### src/rtl/board_scan_scheduler.sv
// Scans a PISO sensor chain, debounces frames and reports confirmed board changes via valid/ack.
// Optional debug LED port is enabled by defining SCAN_DEBUG_LED_EN.
module board_scan_scheduler #(
    parameter int CLK_DIV      = 64,
    parameter int NUM_BITS     = 32,
    parameter int SCAN_GAP     = 6000,
    parameter int STABLE_SCANS = 3
) (
    input  logic        clk,
    input  logic        reset,
    input  logic        sr_in,
    output logic        sr_clk,
    output logic        sr_load_n,
    input  logic        scan_req,
    output logic        scan_busy,
    output logic [31:0] board_state,
    output logic        change_valid,
    output logic [31:0] change_mask,
    input  logic        change_ack,
    output logic [15:0] scan_count
`ifdef SCAN_DEBUG_LED_EN
    ,
    output logic [15:0] led
`endif
);

    localparam int DW = (CLK_DIV > 1) ? $clog2(CLK_DIV) : 1;
    localparam int GW = (SCAN_GAP > 1) ? $clog2(SCAN_GAP) : 1;
    localparam int SW = (STABLE_SCANS > 2) ? $clog2(STABLE_SCANS + 1) : 2;

    localparam logic [DW-1:0] DIV_LAST   = DW'(CLK_DIV - 1);
    localparam logic [GW-1:0] GAP_LAST   = GW'(SCAN_GAP - 1);
    localparam logic [SW-1:0] STABLE_MAX = SW'(STABLE_SCANS);
    localparam logic [5:0]    BITS_LAST  = 6'(NUM_BITS);

    localparam logic [2:0] ST_IDLE   = 3'd0;
    localparam logic [2:0] ST_LOAD   = 3'd1;
    localparam logic [2:0] ST_SHIFT  = 3'd2;
    localparam logic [2:0] ST_COMMIT = 3'd3;
    localparam logic [2:0] ST_GAP    = 3'd4;

    logic [2:0]    state;
    logic [DW-1:0] div_cnt;
    logic [GW-1:0] gap_cnt;
    logic          load_half;
    logic [5:0]    bit_idx;
    logic [31:0]   frame;
    logic [31:0]   last_frame;
    logic [SW-1:0] stable_cnt;
    logic          req_pend;

    logic          tick;
    logic          go_load;
    logic [SW-1:0] stable_nxt;
    logic          accept;
    logic          ack_take;
    logic [31:0]   diff;

    assign tick      = (div_cnt == DIV_LAST);
    assign scan_busy = (state == ST_LOAD) || (state == ST_SHIFT) || (state == ST_COMMIT);
    assign diff      = frame ^ board_state;
    assign ack_take  = change_ack & change_valid;

    // A pending request (or a zero-length gap) sends COMMIT straight back to LOAD.
    always_comb begin
        go_load = 1'b0;
        case (state)
            ST_IDLE:   go_load = 1'b1;
            ST_COMMIT: go_load = req_pend | scan_req | (SCAN_GAP == 0);
            ST_GAP:    go_load = scan_req | (gap_cnt == GAP_LAST);
            default:   go_load = 1'b0;
        endcase
    end

    always_comb begin
        stable_nxt = SW'(1);
        if (frame == last_frame) begin
            stable_nxt = (stable_cnt >= STABLE_MAX) ? STABLE_MAX : stable_cnt + SW'(1);
        end
        accept = (state == ST_COMMIT) && (stable_nxt == STABLE_MAX) && (frame != board_state);
    end

    always_ff @(posedge clk) begin
        if (reset) begin
            state        <= ST_IDLE;
            div_cnt      <= '0;
            gap_cnt      <= '0;
            load_half    <= 1'b0;
            bit_idx      <= '0;
            frame        <= '0;
            last_frame   <= '0;
            stable_cnt   <= '0;
            req_pend     <= 1'b0;
            sr_clk       <= 1'b0;
            sr_load_n    <= 1'b1;
            board_state  <= '0;
            change_valid <= 1'b0;
            change_mask  <= '0;
            scan_count   <= '0;
        end else begin
            div_cnt <= tick ? '0 : div_cnt + 1'b1;

            if (scan_busy && scan_req) begin
                req_pend <= 1'b1;
            end

            case (state)
                ST_LOAD: begin
                    if (tick) begin
                        if (load_half) begin
                            state     <= ST_SHIFT;
                            sr_load_n <= 1'b1;
                            bit_idx   <= '0;
                            div_cnt   <= '0;
                        end else begin
                            load_half <= 1'b1;
                        end
                    end
                end
                // Sample on the low-phase tick so bit 0 is taken before the first rising edge.
                ST_SHIFT: begin
                    if (tick) begin
                        if (!sr_clk) begin
                            frame[bit_idx[4:0]] <= sr_in;
                            bit_idx             <= bit_idx + 6'd1;
                            sr_clk              <= 1'b1;
                        end else begin
                            sr_clk <= 1'b0;
                            if (bit_idx == BITS_LAST) begin
                                state   <= ST_COMMIT;
                                div_cnt <= '0;
                            end
                        end
                    end
                end
                ST_COMMIT: begin
                    scan_count <= scan_count + 16'd1;
                    last_frame <= frame;
                    stable_cnt <= stable_nxt;
                    req_pend   <= 1'b0;
                    if (accept) begin
                        board_state <= frame;
                    end
                    if (!go_load) begin
                        state   <= ST_GAP;
                        gap_cnt <= '0;
                        div_cnt <= '0;
                    end
                end
                ST_GAP: begin
                    gap_cnt <= gap_cnt + 1'b1;
                end
                default: begin
                end
            endcase

            if (go_load) begin
                state     <= ST_LOAD;
                sr_load_n <= 1'b0;
                sr_clk    <= 1'b0;
                load_half <= 1'b0;
                div_cnt   <= '0;
                frame     <= '0;
            end

            // A fresh diff takes priority over a same-cycle ack.
            if (accept) begin
                change_valid <= 1'b1;
                change_mask  <= ack_take ? diff : (change_mask | diff);
            end else if (ack_take) begin
                change_valid <= 1'b0;
                change_mask  <= '0;
            end
        end
    end

`ifdef SCAN_DEBUG_LED_EN
    assign led = {sr_clk, ~sr_load_n, sr_in, state, stable_cnt[1:0], board_state[7:0]};
`endif

endmodule

### config.mk
export PLATFORM = sky130hd
export DESIGN_NAME = board_scan_scheduler
export DESIGN_NICKNAME = d
export VERILOG_FILES = /design/src/rtl/board_scan_scheduler.sv
export SDC_FILE = /design/constraint.sdc
export NUM_CORES = 1
export LEC_CHECK = 0
export ABC_AREA = 1
export CAP_MARGIN = 15
export CORE_ASPECT_RATIO = 0.7
export CORE_MARGIN = 2
export CORE_UTILIZATION = 57
export DETAILED_ROUTE_END_ITERATION = 8
export PLACE_DENSITY = 0.8
export SETUP_SLACK_MARGIN = 0.2
export SLEW_MARGIN = 20
export SYNTH_ARGS = -nofsm -noshare
export SYNTH_HDL_FRONTEND = slang
export SYNTH_SLANG_ARGS = --single-unit
### constraint.sdc
create_clock -name clk -period 2.2 [get_ports clk]
set_input_delay 0.22 -clock clk [delete_from_list [all_inputs] [get_ports clk]]
set_output_delay 0.22 -clock clk [all_outputs]
set_load 0.01 [all_outputs]
Word-level counts from Yosys, hierarchy flattened

Cells that the tools add are included.

Bits in registers: 179
Input bits: 5
Output and inout bits: 84

Equal/unequal tests: 22
Bitwise gates (word level): 6
Order comparisons: 3
Add/sub/neg operators: 5
Reduce and logical (&&, ||, !) cells: 26
Multiplexer cells: 37

Operators with widths:

| kind                    | count |
|---|---|
| $mux W32                | 3 |
| $mux W6                 | 10 |
| $bwmux W32              | 1 |
| $eq A32 B32 Y1          | 1 |
| $ne A32 B32 Y1          | 1 |
| $or A32 B32 Y32         | 1 |
| $xor A32 B32 Y32        | 1 |
| $pmux W13 S2            | 1 |
| $pmux W6 S3             | 1 |
| $add A16 B1 Y16 const B | 1 |
| $mux W3                 | 5 |
| $add A13 B1 Y13 const B | 1 |
| $eq A13 B13 Y1 const B  | 1 |
| $mux W13                | 1 |
| $add A6 B1 Y6 const B   | 2 |
| $eq A6 B6 Y1 const B    | 2 |
| $ne A2 B2 Y1 const B    | 6 |
| $ne A3 B3 Y1 const B    | 4 |
| $pmux W6 S2             | 1 |
| $reduce_and A6 Y1       | 2 |
| $reduce_bool A2 Y1      | 6 |
| $mux W1                 | 9 |
| $pmux W3 S3             | 1 |
| $reduce_and A2 Y1       | 4 |
| 24 further kinds        | 33 |

Longest topological paths before layout

Gate-level depths: netlist of run 1.

Depth after elaboration: 7
Depth in mapped cells: 15
Depth with buffers taken out: 13

Worst setup path before layout of run 1

Ideal clock, no wire load.

Path kind: reg-to-reg
Start: reg div_cnt[0]
End: reg frame[26]
Path slack: 569 ps
Setup time: 120 ps
Arrival: 1512 ps
Stages on the path, launching flop included: 12
Data required time: 2080 ps
Clock period less this slack: 1631 ps
Path buffers: 1
Cells stage by stage: dfxtp_1 -> ha_1 -> nand3_1 -> nor2_1 -> nand2_1 -> nor2_2 -> inv_2 -> nor2_4 -> buf_4 -> nand2_1 -> nand2_1 -> a21oi_1

Longest elaborated chain between the ends: 2

Ends and longest elaborated chain:

| item                           | RTL line | source |
|---|---|---|
| start: declaration             | 43       | `logic [DW-1:0] div_cnt;` |
| start signal: assignment       | 101      | `div_cnt <= tick ? '0 : div_cnt + 1'b1;` |
| $eq A6 B6 Y1                   | 59       | `assign tick = (div_cnt == DIV_LAST);` |
| $reduce_and A3 Y1 (no line)    | n/a      |  |
| end signal: indexed assignment | 124      | `frame[bit_idx[4:0]] <= sr_in;` |
| end: declaration               | 47       | `logic [31:0] frame;` |

No other way between the ends.
A chain may end at the register's enable or synchronous reset.

Worst setup path in the final report of run 1

Start: reg frame[6]
End: reg board_state[12]

Longest elaborated chain between the ends: 6
Elaborated cells on any way between the ends: 7

Ends and longest elaborated chain:

| item                            | RTL line | source |
|---|---|---|
| $eq A32 B32 Y1                  | 77       | `if (frame == last_frame) begin` |
| $mux W2                         | 77       |  |
| $eq A2 B2 Y1                    | 80       | `accept = (state == ST_COMMIT) && (stable_nxt == STABLE_MAX) && (frame != board_state);` |
| $logic_and A1 B1 Y1             | 80       |  |
| $logic_and A1 B1 Y1 (*)         | 80       |  |
| $reduce_and A2 Y1 (no line) (*) | n/a      |  |
| end signal: assignment          | 142      | `board_state <= frame;` |
| end: declaration                | 16       | `output logic [31:0] board_state,` |

Every way passes the cells marked *; elsewhere a longest branch is shown, timed or not.

==> results of run 1 <==
final cells by class:
| class | count | area [um2] |
|---|---|---|
| Tap cell | 195 | 244 |
| Multi-Input combinational cell | 882 | 4320 |
| Fill cell | 1073 | 3880 |
| Timing Repair Buffer | 139 | 1410 |
| Clock inverter | 12 | 176 |
| Sequential cell | 179 | 3670 |
| Clock buffer | 20 | 457 |
| Inverter | 173 | 654 |
kinds of logic (layout without fill, tap and decap cells):
logic type	count (synthesis)	in the layout	share of synthesized area, %
AOI/OAI and AO/OA	166	166	10.3
buffers and inverters	231	344	11.0
xor gates and xnor gates	42	42	4.39
and+or+nand+nor	667	667	32.1
adders and majority gates	7	7	1.00
DFF	179	179	41.1
worst reg2reg max path, delay by kind of cell, from the launching register on:
family,cells,cell delay [ns]
DFF,1,0.37
and+or+nand+nor,9,1.07
xor gates and xnor gates,1,0.18
buffers and inverters,2,0.35
power by group:
part | leakage (nW) | switching (mW) | internal (mW) | total, mW
registers | 1.46 | 0.00563 | 3.22 | 3.23
logic | 3.01 | 0.0991 | 0.0364 | 0.136
clock network | 0.307 | 1.31 | 1.97 | 3.28
total | 4.78 | 1.42 | 5.23 | 6.64
cells in the mapped netlist (2+ instances only):
cell type,number
sky130_fd_sc_hd__nand2_1,391
sky130_fd_sc_hd__dfxtp_1,179
sky130_fd_sc_hd__inv_1,166
sky130_fd_sc_hd__nor2_1,140
sky130_fd_sc_hd__a21oi_1,98
sky130_fd_sc_hd__nand3_1,64
sky130_fd_sc_hd__nand4_1,39
sky130_fd_sc_hd__o21ai_0,31
sky130_fd_sc_hd__xnor2_1,30
sky130_fd_sc_hd__clkbuf_1,27
sky130_fd_sc_hd__o22ai_1,21
sky130_fd_sc_hd__buf_2,14
sky130_fd_sc_hd__nor3_1,14
sky130_fd_sc_hd__xor2_1,10
sky130_fd_sc_hd__buf_4,8
sky130_fd_sc_hd__ha_1,7
sky130_fd_sc_hd__buf_6,6
sky130_fd_sc_hd__inv_2,6
sky130_fd_sc_hd__nor2_2,6
sky130_fd_sc_hd__nor3_2,4
sky130_fd_sc_hd__a31oi_1,3
sky130_fd_sc_hd__buf_1,3
sky130_fd_sc_hd__nor2_4,3
sky130_fd_sc_hd__a21oi_2,2
sky130_fd_sc_hd__o211ai_1,2
sky130_fd_sc_hd__o21a_1,2
sky130_fd_sc_hd__or2_2,2
sky130_fd_sc_hd__xnor2_2,2
layout by cell type (no fill, tap or decap), types with 3 or more instances in the layout:
cell type,instances
sky130_fd_sc_hd__nand2_1,378
sky130_fd_sc_hd__inv_1,156
sky130_fd_sc_hd__dfxtp_1,147
sky130_fd_sc_hd__nor2_1,131
sky130_fd_sc_hd__a21oi_1,97
sky130_fd_sc_hd__clkdlybuf4s50_1,86
sky130_fd_sc_hd__nand3_1,62
sky130_fd_sc_hd__nand4_1,39
sky130_fd_sc_hd__buf_4,39
sky130_fd_sc_hd__o21ai_0,31
sky130_fd_sc_hd__xnor2_1,23
sky130_fd_sc_hd__o22ai_1,21
sky130_fd_sc_hd__clkbuf_16,21
sky130_fd_sc_hd__dfxtp_4,17
sky130_fd_sc_hd__inv_2,15
sky130_fd_sc_hd__dfxtp_2,15
sky130_fd_sc_hd__nand2_2,14
sky130_fd_sc_hd__nor2_2,13
sky130_fd_sc_hd__nor3_1,13
sky130_fd_sc_hd__xor2_1,10
sky130_fd_sc_hd__xnor2_2,9
sky130_fd_sc_hd__ha_1,6
sky130_fd_sc_hd__nor2_4,5
sky130_fd_sc_hd__nor3_2,5
sky130_fd_sc_hd__buf_12,5
sky130_fd_sc_hd__bufinv_16,4
sky130_fd_sc_hd__a21oi_2,3
sky130_fd_sc_hd__nand3_2,3
sky130_fd_sc_hd__a31oi_1,3
sky130_fd_sc_hd__clkinv_2,3
stage by stage:
stage / util, % / worst slack [ns] / cell area [um2] / instances / total power, mW
after floorplan: - / 0.569 / 8720 / 1292 / 3.40
after global placement: 66.0 / 0.297 / 9780 / 1546 / 3.45
after detailed placement: 66.0 / 0.252 / 9780 / 1546 / 3.46
after CTS: 70.4 / 0.214 / 10400 / 1580 / 6.68
after global routing: 73.8 / 0.0878 / 10900 / 1600 / 6.82
final: 73.8 / 0.178 / 10900 / 1600 / 6.64
worst max path at each step:
stage / from / to / cells past startpoint
5_1_grt: frame[6] / board_state[30] / 12
4_1_cts: div_cnt[0] / frame[24] / 9
3_3_place_gp: state[1] / scan_count[15] / 12
3_5_place_dp: div_cnt[0] / frame[24] / 9
6_report: frame[6] / board_state[12] / 12
2_1_floorplan: div_cnt[0] / frame[26] / 11
state kept, by name, summed over array words and instances, names as in the netlist:
| signal | flops |
|---|---|
| board_state | 32 |
| gap_cnt | 13 |
| sr_load_n | 1 |
| load_half | 1 |
| state | 3 |
| stable_cnt | 2 |
| bit_idx | 6 |
| div_cnt | 6 |
| req_pend | 1 |
| scan_count | 16 |
| sr_clk | 1 |
| last_frame | 32 |
| frame | 32 |
| change_mask | 32 |
| change_valid | 1 |
repair_timing:
action,4_1_cts,5_1_grt
pin swaps,1,16
cloned,0,7
buffers inserted,2,13
setup endpoints to repair,1,118
gates resized for setup,0,102
per-layer routing:
| layer | GRT usage, % | vias up | share of wire (%) |
|---|---|---|---|
| met4 | 6.81 | 0 | 1.9 |
| li1 | - | 4266 | - |
| met5 | 0 | - | 0 |
| met2 | 42.3 | 407 | 44 |
| met3 | 4.15 | 55 | 9.4 |
| met1 | 41.4 | 3974 | 45 |
==> out/qor.csv, run 1 <==
metric;value;unit
critical-path-top-cell-by-count;sky130_fd_sc_hd__nand2_1;
path_max_fanout;8;
reg2reg_to;board_state[12];
cts.hold.buffers_added;0;
worst_setup_path_end_kind;register;
grt_antenna_before_repair;0;
timing.hold.worst.start;reset;
first_pass_grt_wire_length;36900;um
routed_wirelength;25100;um
critical-path-max-stage-delay;0.37;ns
max_clock_freq;0.495;GHz
die-area;16300;um2
whs;0.0838;ns
synth_cells;1292;
ant_nets;0;
synth_sequential_area_ratio;41.1;%
first_global_vias;7374;
outcome;completed;
maxCapViolCount;0;
clk_pin_slew_worst_paths;0.07;ns
cts.path.max_buffers;2;
cts_sinks;179;
area.growth.synth_to_final;25.4;%
core.rowCount;37;
yosys.cell_types.count;40;
report.final.slew_viol_count;0;
critical-path-top-delay-family;simple AND/OR/NAND/NOR gates;
r2r_cells;12;
worst_hold_path_endpoint;scan_count[5];
global_route.usage.total;27.8;%
post_synth_main_area_contributors;sky130_fd_sc_hd__dfxtp_1, sky130_fd_sc_hd__nand2_1, sky130_fd_sc_hd__inv_1;
post_route_drc;0;
grt_start_max_net_pins;66;
setup.worst_path.start_class;register;
layout.nets;1404;
power.density;608;nW/um2
grt-ovfl-total;0;
regToRegSetupSlack;0.18;ns
synth_enable_flop_cells;0;
clock_insertion_delay_worst_skew;0.43;ns
dr.first_iter.drc_count;907;
dpl.hpwl;15500;um
maxSlewHeadroom;53.1;%
worstPathBufferInverterCount;2;
hold_class;in2reg;
tritoncts_clock_tree;built;
signal_arrival_time_at_the_worst_endpoint;2.39;ns
dr.pass1.iters;6;
whs_path_depth;2;
timing.critical_path.slowest_stage_cell;sky130_fd_sc_hd__dfxtp_4;
clock-root-buffer;sky130_fd_sc_hd__clkbuf_16;
routabilityCongestion;0.864;
max_slew.worst_pin.slew;0.701;ns
fp.dieH;107;um
syn-cell-area;8720;um2
critical_path.cell_chain;xnor2_2 -> nand2_2 -> inv_1 -> nand2_1 -> nor2_2 -> nand2_1 -> nor2_2 -> nand4_4 -> clkbuf_16 -> nand2_1 -> nand2_1 -> nor2_1;
synth_area_leader_cell;sky130_fd_sc_hd__dfxtp_1;
ios;89;
min_period_over_period;91.9;%
vdd_ir_drop_max;598;uV
detailroute.via_count;8702;
vias_per_cell;5.44;
timing.final.hold_violations;0;
h-tree-depth;4;
synth_largest_type_area_fraction;41.1;%
die_width;152;um
required;2.56;ns
rr_startpoint;frame[6];
post_drt_wl_per_cell;15.7;um
initial_utilization;58.9;%
ys_async_sr_fraction;0;%
syn_avg_cell_area;6.75;um2
final_layout_size_suffix_gt1_share;13.7;%
timing.setup.critical_path_class;reg2reg;
rsz0062_at_grt;true;
totalNegativeSetupSlack;0;ns
num_antenna_cells;0;
yosys_warnings;0;
numPortBuffers;88;
period_needed;2.02;ns
synth_top_flop_cell;sky130_fd_sc_hd__dfxtp_1;
power.static_leakage;4.78;nW
finalSetupViolations;0;
postSynthNetCount;1304;
postSynthRegisterBits;179;
timing.clock.skew;0.0134;ns
cts_buffers;17;
core-area;14800;um2
(Power assumes the default switching activity.)
==> inputs of run 2 (changes only) <==
Settings changed: CORE_UTILIZATION 57 to 47, MAX_ROUTING_LAYER set to met4, PLACE_DENSITY 0.8 to 0.68.
==> run 2 against run 1 <==
Net effect:
- worst hold slack better by 0.012 ns
- combinational power grew 11%
- setup slack improved by 0.049 ns
- die area increased by 21%
- via count decreased by 4.0%
- maximum frequency increased by 2.5%
- sequential power is essentially flat
- final area is 0.14% lower
- total power decreased by 1.8%
- sequential share of layout area decreased by 0.10 points
- global-route usage fell by 3.6 points
- critical path type unchanged
- largest cell class unchanged
- largest power group is now sequential cells
- highest routed layer unchanged
==> out/qor.csv, run 2 (synthesis gave the netlist of run 1 again) <==
metric;value;unit;change
dpl.hpwl;16100;um;+3.8%
reg2reg_to;board_state[20];;
routed_wirelength;24100;um;-3.8%
routabilityCongestion;0.831;;-3.8%
area_of_the_multi_input_gates;4300;um2;-0.55%
dr.first_iter.drc_count;818;;-9.8%
first_pass_grt_wire_length;37200;um;+1.1%
fp.dieH;118;um;+9.7%
clk_pin_slew_worst_paths;0.06;ns;about the same
cts.hold.buffers_added;0;;unchanged
highest_layer;met4;;
rr_startpoint;frame[2];;
grt_antenna_before_repair;0;;unchanged
cts.path.max_buffers;2;;unchanged
num_antenna_cells;0;;unchanged
grt_start_max_net_pins;46;;-30%
ant_nets;0;;unchanged
timing.final.hold_violations;0;;unchanged
vias_per_cell;5.09;;-6.3%
clock_insertion_delay_worst_skew;0.44;ns;about the same
signal_arrival_time_at_the_worst_endpoint;2.30;ns;-0.09 ns
path_max_fanout;17;;+9
die_width;167;um;+9.9%
r2r_cells;12;;unchanged
worst_setup_path_end_kind;register;;
area.growth.synth_to_final;25.2;%;
timing.hold.worst.start;reset;;
timing.critical_path.from;frame[2];;
met3RoutedLength;1600;um;-32%
area.sequential;3650;um2;-0.44%
whs;0.0960;ns;+0.0122 ns
crit_path_end;board_state[20];;
whs_path_depth;2;;unchanged
ios;89;;unchanged
layout.nets;1403;;-0.071%
core-area;18100;um2;+22%
maxSlewHeadroom;53.8;%;+0.74 points
timing.clock.skew;0.00795;ns;-0.00546 ns
report.final.slew_viol_count;0;;unchanged
tritoncts_clock_tree;built;;
h-tree-depth;4;;unchanged
max_slew.worst_pin.slew;0.690;ns;-0.0110 ns
worstPathBufferInverterCount;2;;unchanged
dr.pass1.iters;6;;unchanged
critical_path.cell_chain;xnor2_1 -> nand2_1 -> nor2_1 -> nand2_1 -> nor2_1 -> nand2_1 -> nand4_4 -> buf_6 -> clkbuf_16 -> nand2_1 -> nand2_1 -> nor2_1;;
detailroute.via_count;8354;;-4.0%
core.rowCount;41;;+11%
timing.setup.critical_path_class;reg2reg;;
max_clock_freq;0.507;GHz;+2.5%
stdcell_area;10900;um2;-0.14%
setup.worst_path.start_class;register;;
report.power.total;6.53;mW;-1.8%
required;2.53;ns;-0.03 ns
outcome;completed;;
fill_cells;1646;;+53%
cts_buffers;17;;unchanged
totalNegativeSetupSlack;0;ns;unchanged
critical-path-max-stage-delay;0.42;ns;+0.05 ns
regToRegSetupSlack;0.23;ns;+0.05 ns
power.density;598;nW/um2;-1.6%
rsz0062_at_grt;true;;
grt-ovfl-total;0;;unchanged
postPlaceCellArea;9880;um2;+0.98%
layout.cells.most_common_list;sky130_fd_sc_hd__nand2_1, sky130_fd_sc_hd__inv_1, sky130_fd_sc_hd__dfxtp_1, sky130_fd_sc_hd__nor2_1, sky130_fd_sc_hd__a21oi_1;;
routedLengthMet1;12200;um;+8.9%
die-area;19700;um2;+21%
timing.critical_path.slowest_stage_cell;sky130_fd_sc_hd__xnor2_1;;
met2_length;10200;um;-7.9%
final_layout_size_suffix_gt1_share;12.5;%;-1.1 points
critical-path-top-cell-by-count;sky130_fd_sc_hd__nand2_1;;
power.static_leakage;4.76;nW;-0.52%
clock-root-buffer;sky130_fd_sc_hd__clkbuf_16;;
critical-path-top-delay-family;simple AND/OR/NAND/NOR gates;;
post_drt_wl_per_cell;14.7;um;-6.1%
hold_class;in2reg;;
global_route.usage.total;24.1;%;-3.6 points
finalSetupViolations;0;;unchanged
initial_utilization;48.1;%;-11 points
numPortBuffers;88;;unchanged
maxCapViolCount;0;;unchanged
post_route_drc;0;;unchanged
first_global_vias;7131;;-3.3%
final_common_cell;sky130_fd_sc_hd__nand2_1;;
vdd_ir_drop_max;439;uV;-27%
min_period_over_period;89.7;%;-2.2 points
cp_depth;12;;unchanged
period_needed;1.97;ns;-0.0488 ns
cts_sinks;179;;unchanged
-- run 2: routing by layer --
metal  global-route usage (%)  up-vias
met3                     4.20       17
met5                        -        -
met2                     33.5      260
li1                         -     4260
met1                     36.3     3817
met4                     5.39        0
-- run 2: how the worst min path moves through the flow --
stage | endpoint | slack (ns)
global placement | div_cnt[0] | 0.45
global route | gap_cnt[12] | 0.1
detailed placement | div_cnt[0] | 0.45
floorplan | req_pend | 0.36
finish | gap_cnt[2] | 0.1
CTS | gap_cnt[2] | 0.09
-- run 2: through the flow --
| stage | utilization (%) | setup slack [ns] | instances |
|---|---|---|---|
| floorplan | - | 0.569 | 1292 |
| global placement | 54.6 | 0.229 | 1593 |
| detailed placement | 54.6 | 0.174 | 1593 |
| CTS | 57.9 | 0.211 | 1625 |
| global route | 60.3 | 0.143 | 1640 |
| finish | 60.3 | 0.227 | 1640 |
-- run 2: where the power goes --
part / internal (mW) / switching [mW] / leakage [nW] / total [mW]
Combinational: 0.0422 / 0.109 / 3.01 / 0.151
Clock: 1.82 / 1.32 / 0.291 / 3.14
Sequential: 3.23 / 0.00578 / 1.46 / 3.24
Total: 5.10 / 1.43 / 4.76 / 6.53
-- run 2: repair_timing --
action | in CTS | in global routing
endpoints found under the setup margin | 20 | 111
gates cloned | 0 | 5
pin swaps | 0 | 11
gates resized for setup | 2 | 84
endpoints found under the hold margin | 0 | 0
setup buffers | 0 | 10
-- run 2: layout make-up --
| type | instances | area share (%) |
|---|---|---|
| inverters | 173 | 5.97 |
| multi-input cells | 882 | 39.4 |
| flip-flops and latches | 179 | 33.4 |
| clock buffers | 20 | 4.09 |
| clock inverters | 12 | 1.42 |
| repair buffers | 138 | 13.0 |
| well taps | 236 | 2.71 |
==> inputs of run 3 (changes only) <==
Settings changed: TNS_END_PERCENT set to 5.
==> run 3 against run 2 <==
Net effect:
- setup slack better by 0.013 ns
- die area stayed put
- utilization shrank 0.66 points
- critical path depth did not move
- maximum frequency grew 0.65%
- sequential power about the same
- register-to-register slack is essentially flat
- clock skew about the same
- count of clock-buffer cells in the layout is the same
- total power hardly changed
- largest power group unchanged
- highest routed layer unchanged
==> out/qor.csv, run 3 (synthesis gave the netlist of run 1 again) <==
metric;value;unit;change
outcome;completed;;
layout.cells.most_common_list;sky130_fd_sc_hd__nand2_1, sky130_fd_sc_hd__inv_1, sky130_fd_sc_hd__dfxtp_1, sky130_fd_sc_hd__nor2_1, sky130_fd_sc_hd__a21oi_1;;
clk_pin_slew_worst_paths;0.06;ns;about the same
cts.path.max_buffers;2;;unchanged
critical-path-top-cell-by-count;sky130_fd_sc_hd__nand2_1;;
clock_insertion_delay_worst_skew;0.44;ns;about the same
area.growth.synth_to_final;23.8;%;
vdd_ir_drop_max;438;uV;-0.19%
pwr-share-clk;48.1;%;about the same
max_slew.worst_pin.slew;0.682;ns;-0.00888 ns
timing.setup.critical_path_class;reg2reg;;
die_width;167;um;unchanged
timing.critical_path.slowest_stage_cell;sky130_fd_sc_hd__xnor2_1;;
initial_utilization;48.1;%;unchanged
detailroute.via_count;8282;;-0.86%
routabilityCongestion;0.831;;unchanged
final_layout_size_suffix_gt1_share;11.3;%;-1.2 points
power.static_leakage;4.72;nW;-0.77%
max_clock_freq;0.510;GHz;+0.65%
first_pass_grt_wire_length;37200;um;about the same
p_int;5.10;mW;about the same
cts.hold.buffers_added;0;;unchanged
worstPathBufferInverterCount;2;;unchanged
numPortBuffers;88;;unchanged
maxSlewHeadroom;54.4;%;+0.59 points
dr.first_iter.drc_count;825;;+0.86%
final_core_util;59.6;%;-0.66 points
totalNegativeSetupSlack;0;ns;unchanged
grt_antenna_before_repair;0;;unchanged
min_period_over_period;89.1;%;-0.58 points
signal_arrival_time_at_the_worst_endpoint;2.29;ns;about the same
cts_buffers;17;;unchanged
die-area;19700;um2;unchanged
post_drt_wl_per_cell;14.5;um;-1.4%
critical_path.cell_chain;xnor2_1 -> nand2_1 -> nor2_1 -> nand2_1 -> nor2_1 -> nand2_1 -> nand4_4 -> buf_6 -> clkbuf_16 -> nand2_1 -> nand2_1 -> nor2_1;;
hold_class;in2reg;;
grt_start_max_net_pins;46;;unchanged
ant_nets;0;;unchanged
grt-ovfl-total;0;;unchanged
vias_per_cell;5.07;;-0.56%
switching_power;1.43;mW;-0.34%
first_global_vias;7131;;unchanged
post_route_drc;0;;unchanged
fp.dieH;118;um;unchanged
finalSetupViolations;0;;unchanged
worst_setup_path_end_kind;register;;
h-tree-depth;4;;unchanged
combPwrFrac;2.3;%;about the same
timing.clock.skew;0.00801;ns;+0.0000623 ns
dpl.hpwl;16100;um;unchanged
critical-path-max-stage-delay;0.41;ns;about the same
clock-root-buffer;sky130_fd_sc_hd__clkbuf_16;;
cts_sinks;179;;unchanged
ios;89;;unchanged
layout.nets;1398;;-0.36%
period_needed;1.96;ns;-0.0128 ns
timing.final.hold_violations;0;;unchanged
rsz0062_at_grt;true;;
tritoncts_clock_tree;built;;
core.rowCount;41;;unchanged
required;2.53;ns;about the same
power.share.sequential;49.6;%;about the same
final_common_cell;sky130_fd_sc_hd__nand2_1;;
routed_wirelength;23700;um;-1.7%
num_antenna_cells;0;;unchanged
global_route.usage.total;24.1;%;about the same
maxCapViolCount;0;;unchanged
p_sw_share;21.9;%;-0.054 points
critical-path-top-delay-family;simple AND/OR/NAND/NOR gates;;
setup.worst_path.start_class;register;;
report.final.slew_viol_count;0;;unchanged
path_max_fanout;17;;unchanged
power.density;604;nW/um2;+1.0%
core-area;18100;um2;unchanged
dr.pass1.iters;5;;-1
[run 3: cell count changes in the layout (fill, tap and decap cells not counted), sizes merged]
cell    delta
buf        -4
clkbuf     -1
[run 3: final timing paths]
kind / start / end / depth (start not counted) / slack, ns
min reg2reg: change_mask[21] / change_mask[21] / 2 / 0.46
max reg2reg: frame[2] / board_state[20] / 12 / 0.24
max: frame[2] / board_state[20] / 12 / 0.24
min: reset / gap_cnt[2] / 2 / 0.10
[run 3: worst reg2reg max path, cell delays in order (launching register included)]
cell	delay (ns)
sky130_fd_sc_hd__dfxtp_2	0.35
sky130_fd_sc_hd__xnor2_1	0.41
sky130_fd_sc_hd__nand2_1	0.09
sky130_fd_sc_hd__nor2_1	0.11
sky130_fd_sc_hd__nand2_1	0.06
sky130_fd_sc_hd__nor2_1	0.11
sky130_fd_sc_hd__nand2_1	0.11
sky130_fd_sc_hd__nand4_4	0.13
sky130_fd_sc_hd__buf_6	0.15
sky130_fd_sc_hd__clkbuf_16	0.18
sky130_fd_sc_hd__nand2_1	0.06
sky130_fd_sc_hd__nand2_1	0.05
sky130_fd_sc_hd__nor2_1	0.04
[run 3: power by group through the flow]
stage | Sequential [mW] | Clock, mW | Combinational (mW)
final | 3.24 | 3.13 | 0.150
after global routing | 3.24 | 3.34 | 0.159
after CTS | 3.25 | 3.18 | 0.137
after detailed placement | 3.32 | 0 | 0.137
after global placement | 3.32 | 0 | 0.136
after floorplan | 3.32 | 0 | 0.0799
[run 3: cell type report]
| class | count | area, um2 |
|---|---|---|
| Tap cell | 236 | 295 |
| Timing Repair Buffer | 133 | 1350 |
| Inverter | 173 | 652 |
| Fill cell | 1667 | 7310 |
| Sequential cell | 179 | 3640 |
| Clock inverter | 12 | 155 |
| Multi-Input combinational cell | 882 | 4250 |
| Clock buffer | 20 | 447 |
[run 3: metrics by stage]
step                      setup WS [ns]  std cells  hold WS (ns)  power (mW)  area [um2]
after CTS                         0.197       1625        0.0934        6.57       10500
after global placement            0.229       1593         0.449        3.46        9880
after detailed placement          0.174       1593         0.454        3.46        9880
after floorplan                   0.569       1292         0.365        3.40        8720
final                             0.240       1635         0.100        6.52       10800
after global routing             0.0907       1635        0.0971        6.73       10800
[run 3: metal layers]
layer	up-vias	routed length [um]	GRT usage (%)
met1	3771	12000	36.3
met3	17	1620	4.20
li1	4249	-	-
met5	-	0	-
met4	0	178	5.39
met2	245	9870	33.5
[run 3: repair_timing]
item	4_1_cts	5_1_grt
setup endpoints to repair	20	113
cloned	0	4
hold endpoints to repair	0	0
pin swaps	0	10
resized for setup	1	67
setup buffers	0	6
==> variant: new RTL, config.mk and constraints of run 3 <==
Build with the macro `SCAN_DEBUG_LED_EN` defined.
--- a/src/rtl/board_scan_scheduler.sv
+++ b/src/rtl/board_scan_scheduler.sv
@@ -1,4 +1,6 @@
 // Scans a PISO sensor chain, debounces frames and reports confirmed board changes via valid/ack.
 // Optional debug LED port is enabled by defining SCAN_DEBUG_LED_EN.
+`define SCAN_DEBUG_LED_EN
+
 module board_scan_scheduler #(
     parameter int CLK_DIV      = 64,
Formal check against the unedited RTL (old outputs only; new: led): equivalent (Yosys induction, for registers that start in step).
==> variant against run 3 <==
- the flow now finishes with violations (DRC)
- setup slack got worse by 44 ps
- wire length increased by 4.3%
- sequential power about the same
- sequential cell count unchanged
- design area increased by 0.51%
- sequential share of layout area decreased by 0.34 points
- combinational power increased by 7%
- via count increased by 3.5%
- clock skew increased by 0.67 ps
- synthesized area increased by 0.57%
- total power decreased by 1.9%
- critical endpoint is now board_state[24]
- highest routed layer unchanged
==> variant: results (changes against run 3) <==
.. list-table::
   :header-rows: 1

   * - Metric
     - Value
   * - Combined global-route utilization of all metal layers
     - 25.24% (+1.1 points)
   * - Fraction of layout instances using a drive strength above 1
     - 10.24% (-1.1 points)
   * - Result of the run
     - finished with violations
   * - Net count, final
     - 1405 (+0.50%)
   * - Number of gates resized after cts
     - 2 (+1)
   * - DRC viols
     - 8 (+8)
   * - Leakage
     - 4.747 nW (+0.54%)
   * - Average cell area after synthesis
     - 6.729 um2 (-0.27%)
   * - Violation count after the first detailed-route iteration
     - 728 (-12%)
   * - Layout clock buffer count
     - 18 (-10%)
   * - HPWL after DPL
     - 16870 um (+5.0%)
   * - Wire length of the first global-routing pass
     - 39340 um (+5.7%)
   * - Dpl ws
     - 135.6 ps (-38.14 ps)
   * - Non-clock buffers
     - 145 (+9.0%)
   * - Count of port buffers added during placement
     - 104 (+18%)
   * - RD Place Congestion
     - 0.8357 (+0.53%)
   * - Master of the slowest instance on the critical path
     - sky130_fd_sc_hd__dfxtp_2
   * - Clock tree skew after final layout
     - 8.679 ps (+0.6658 ps)
   * - Non-Clock Buffer Area Fraction
     - 13.63% (+1.1 points)
   * - Kind of path behind the tightest hold check
     - in2reg
   * - Clk tree area frac
     - 5.223% (-0.35 points)
   * - Post-synthesis instance total
     - 1303 (+0.85%)
   * - Total area of multi-input combinational cells
     - 4218 um2 (-0.85%)
   * - Cell area after placement
     - 10040 um2 (+1.6%)
   * - Critical Path Max Stage Delay
     - 360 ps (-50 ps)
   * - Maximum net fanout on the critical path
     - 9 (-8)
   * - Post-Layout Cell Count
     - 1642 (+0.43%)
   * - Top cells by instance count after synthesis
     - sky130_fd_sc_hd__nand2_1, sky130_fd_sc_hd__dfxtp_1, sky130_fd_sc_hd__inv_1, sky130_fd_sc_hd__nor2_1, sky130_fd_sc_hd__a21oi_1
   * - Violations in the final reports
     - DRC
   * - Count of unique library cells instantiated by Yosys
     - 35 (-13%)
   * - Layout filler cell count
     - 1728 (+3.7%)
   * - Max VDD drop
     - 0.4605 mV (+5.1%)
   * - Worst Max-Slew Pin Slew
     - 731.6 ps (+49.94 ps)
   * - Portion of the post-synthesis area used by sequential elements
     - 40.87% (-0.23 points)
   * - Nonclk inv count
     - 178 (+2.9%)
   * - Cell types occupying the most area after synthesis
     - sky130_fd_sc_hd__dfxtp_1, sky130_fd_sc_hd__nand2_1, sky130_fd_sc_hd__inv_1
   * - Via count of the first global-routing pass
     - 7586 (+6.4%)
   * - Maximum number of pins on one net before global-route repair
     - 51 (+11%)
   * - Arrival time reported for the critical path endpoint
     - 2340 ps (+50 ps)
   * - Via total after detailed routing
     - 8574 (+3.5%)
variant: changes by cell type after synthesis, sizes merged, moves of 3 or more:
| cell | before | now |
|---|---|---|
| a221oi | 0 | 3 |
| nand3 | 65 | 39 |
| nor2 | 150 | 142 |
| inv | 173 | 178 |
| nand4 | 40 | 74 |
| clkbuf | 27 | 36 |
| nand2 | 392 | 357 |
| xor2 | 10 | 7 |
| nor3 | 18 | 13 |
| buf | 31 | 38 |
| o21ai | 33 | 65 |
variant: worst paths after layout:
kind | startpoint | end | slack, ps | cells after the start
max | frame[20] | board_state[24] | 200 | 12
min | reset | board_state[14] | 210 | 4
max reg2reg | frame[20] | board_state[24] | 200 | 12
min reg2reg | scan_count[15] | scan_count[15] | 460 | 1
variant: per-layer routing:
metal	routed length [um]	share of wire, %	global-route usage (%)
met5	0	0	-
met4	187	0.76	5.054
met3	1523	6.2	4.521
met2	10650	43	36.77
met1	12370	50	36.63
variant: where the power goes:
part	internal, W	switching [W]	leakage [nW]
Combinational	0.0000491	0.000112	3.02
Clock	0.00160	0.00139	0.270
Sequential	0.00324	0.00000461	1.45
variant: per-stage QoR:
| stage | hold slack [ps] | total power, W | util, % |
|---|---|---|---|
| finish | 209.7 | 0.006397 | 59.76 |
| global route | 222.6 | 0.006577 | 59.76 |
| CTS | 192.9 | 0.006420 | 58.44 |
| detailed placement | 456.1 | 0.003472 | 55.28 |
| global placement | 442.4 | 0.003471 | 55.28 |
| floorplan | 364.7 | 0.003410 | - |
variant: logic make-up after synthesis:
logic type | share of synthesized area (%)
buf+inv | 11.89
fa+ha+maj | 0.9988
flops | 40.87
compound gates | 12.14
xor+xnor | 3.796
simple gates | 30.31
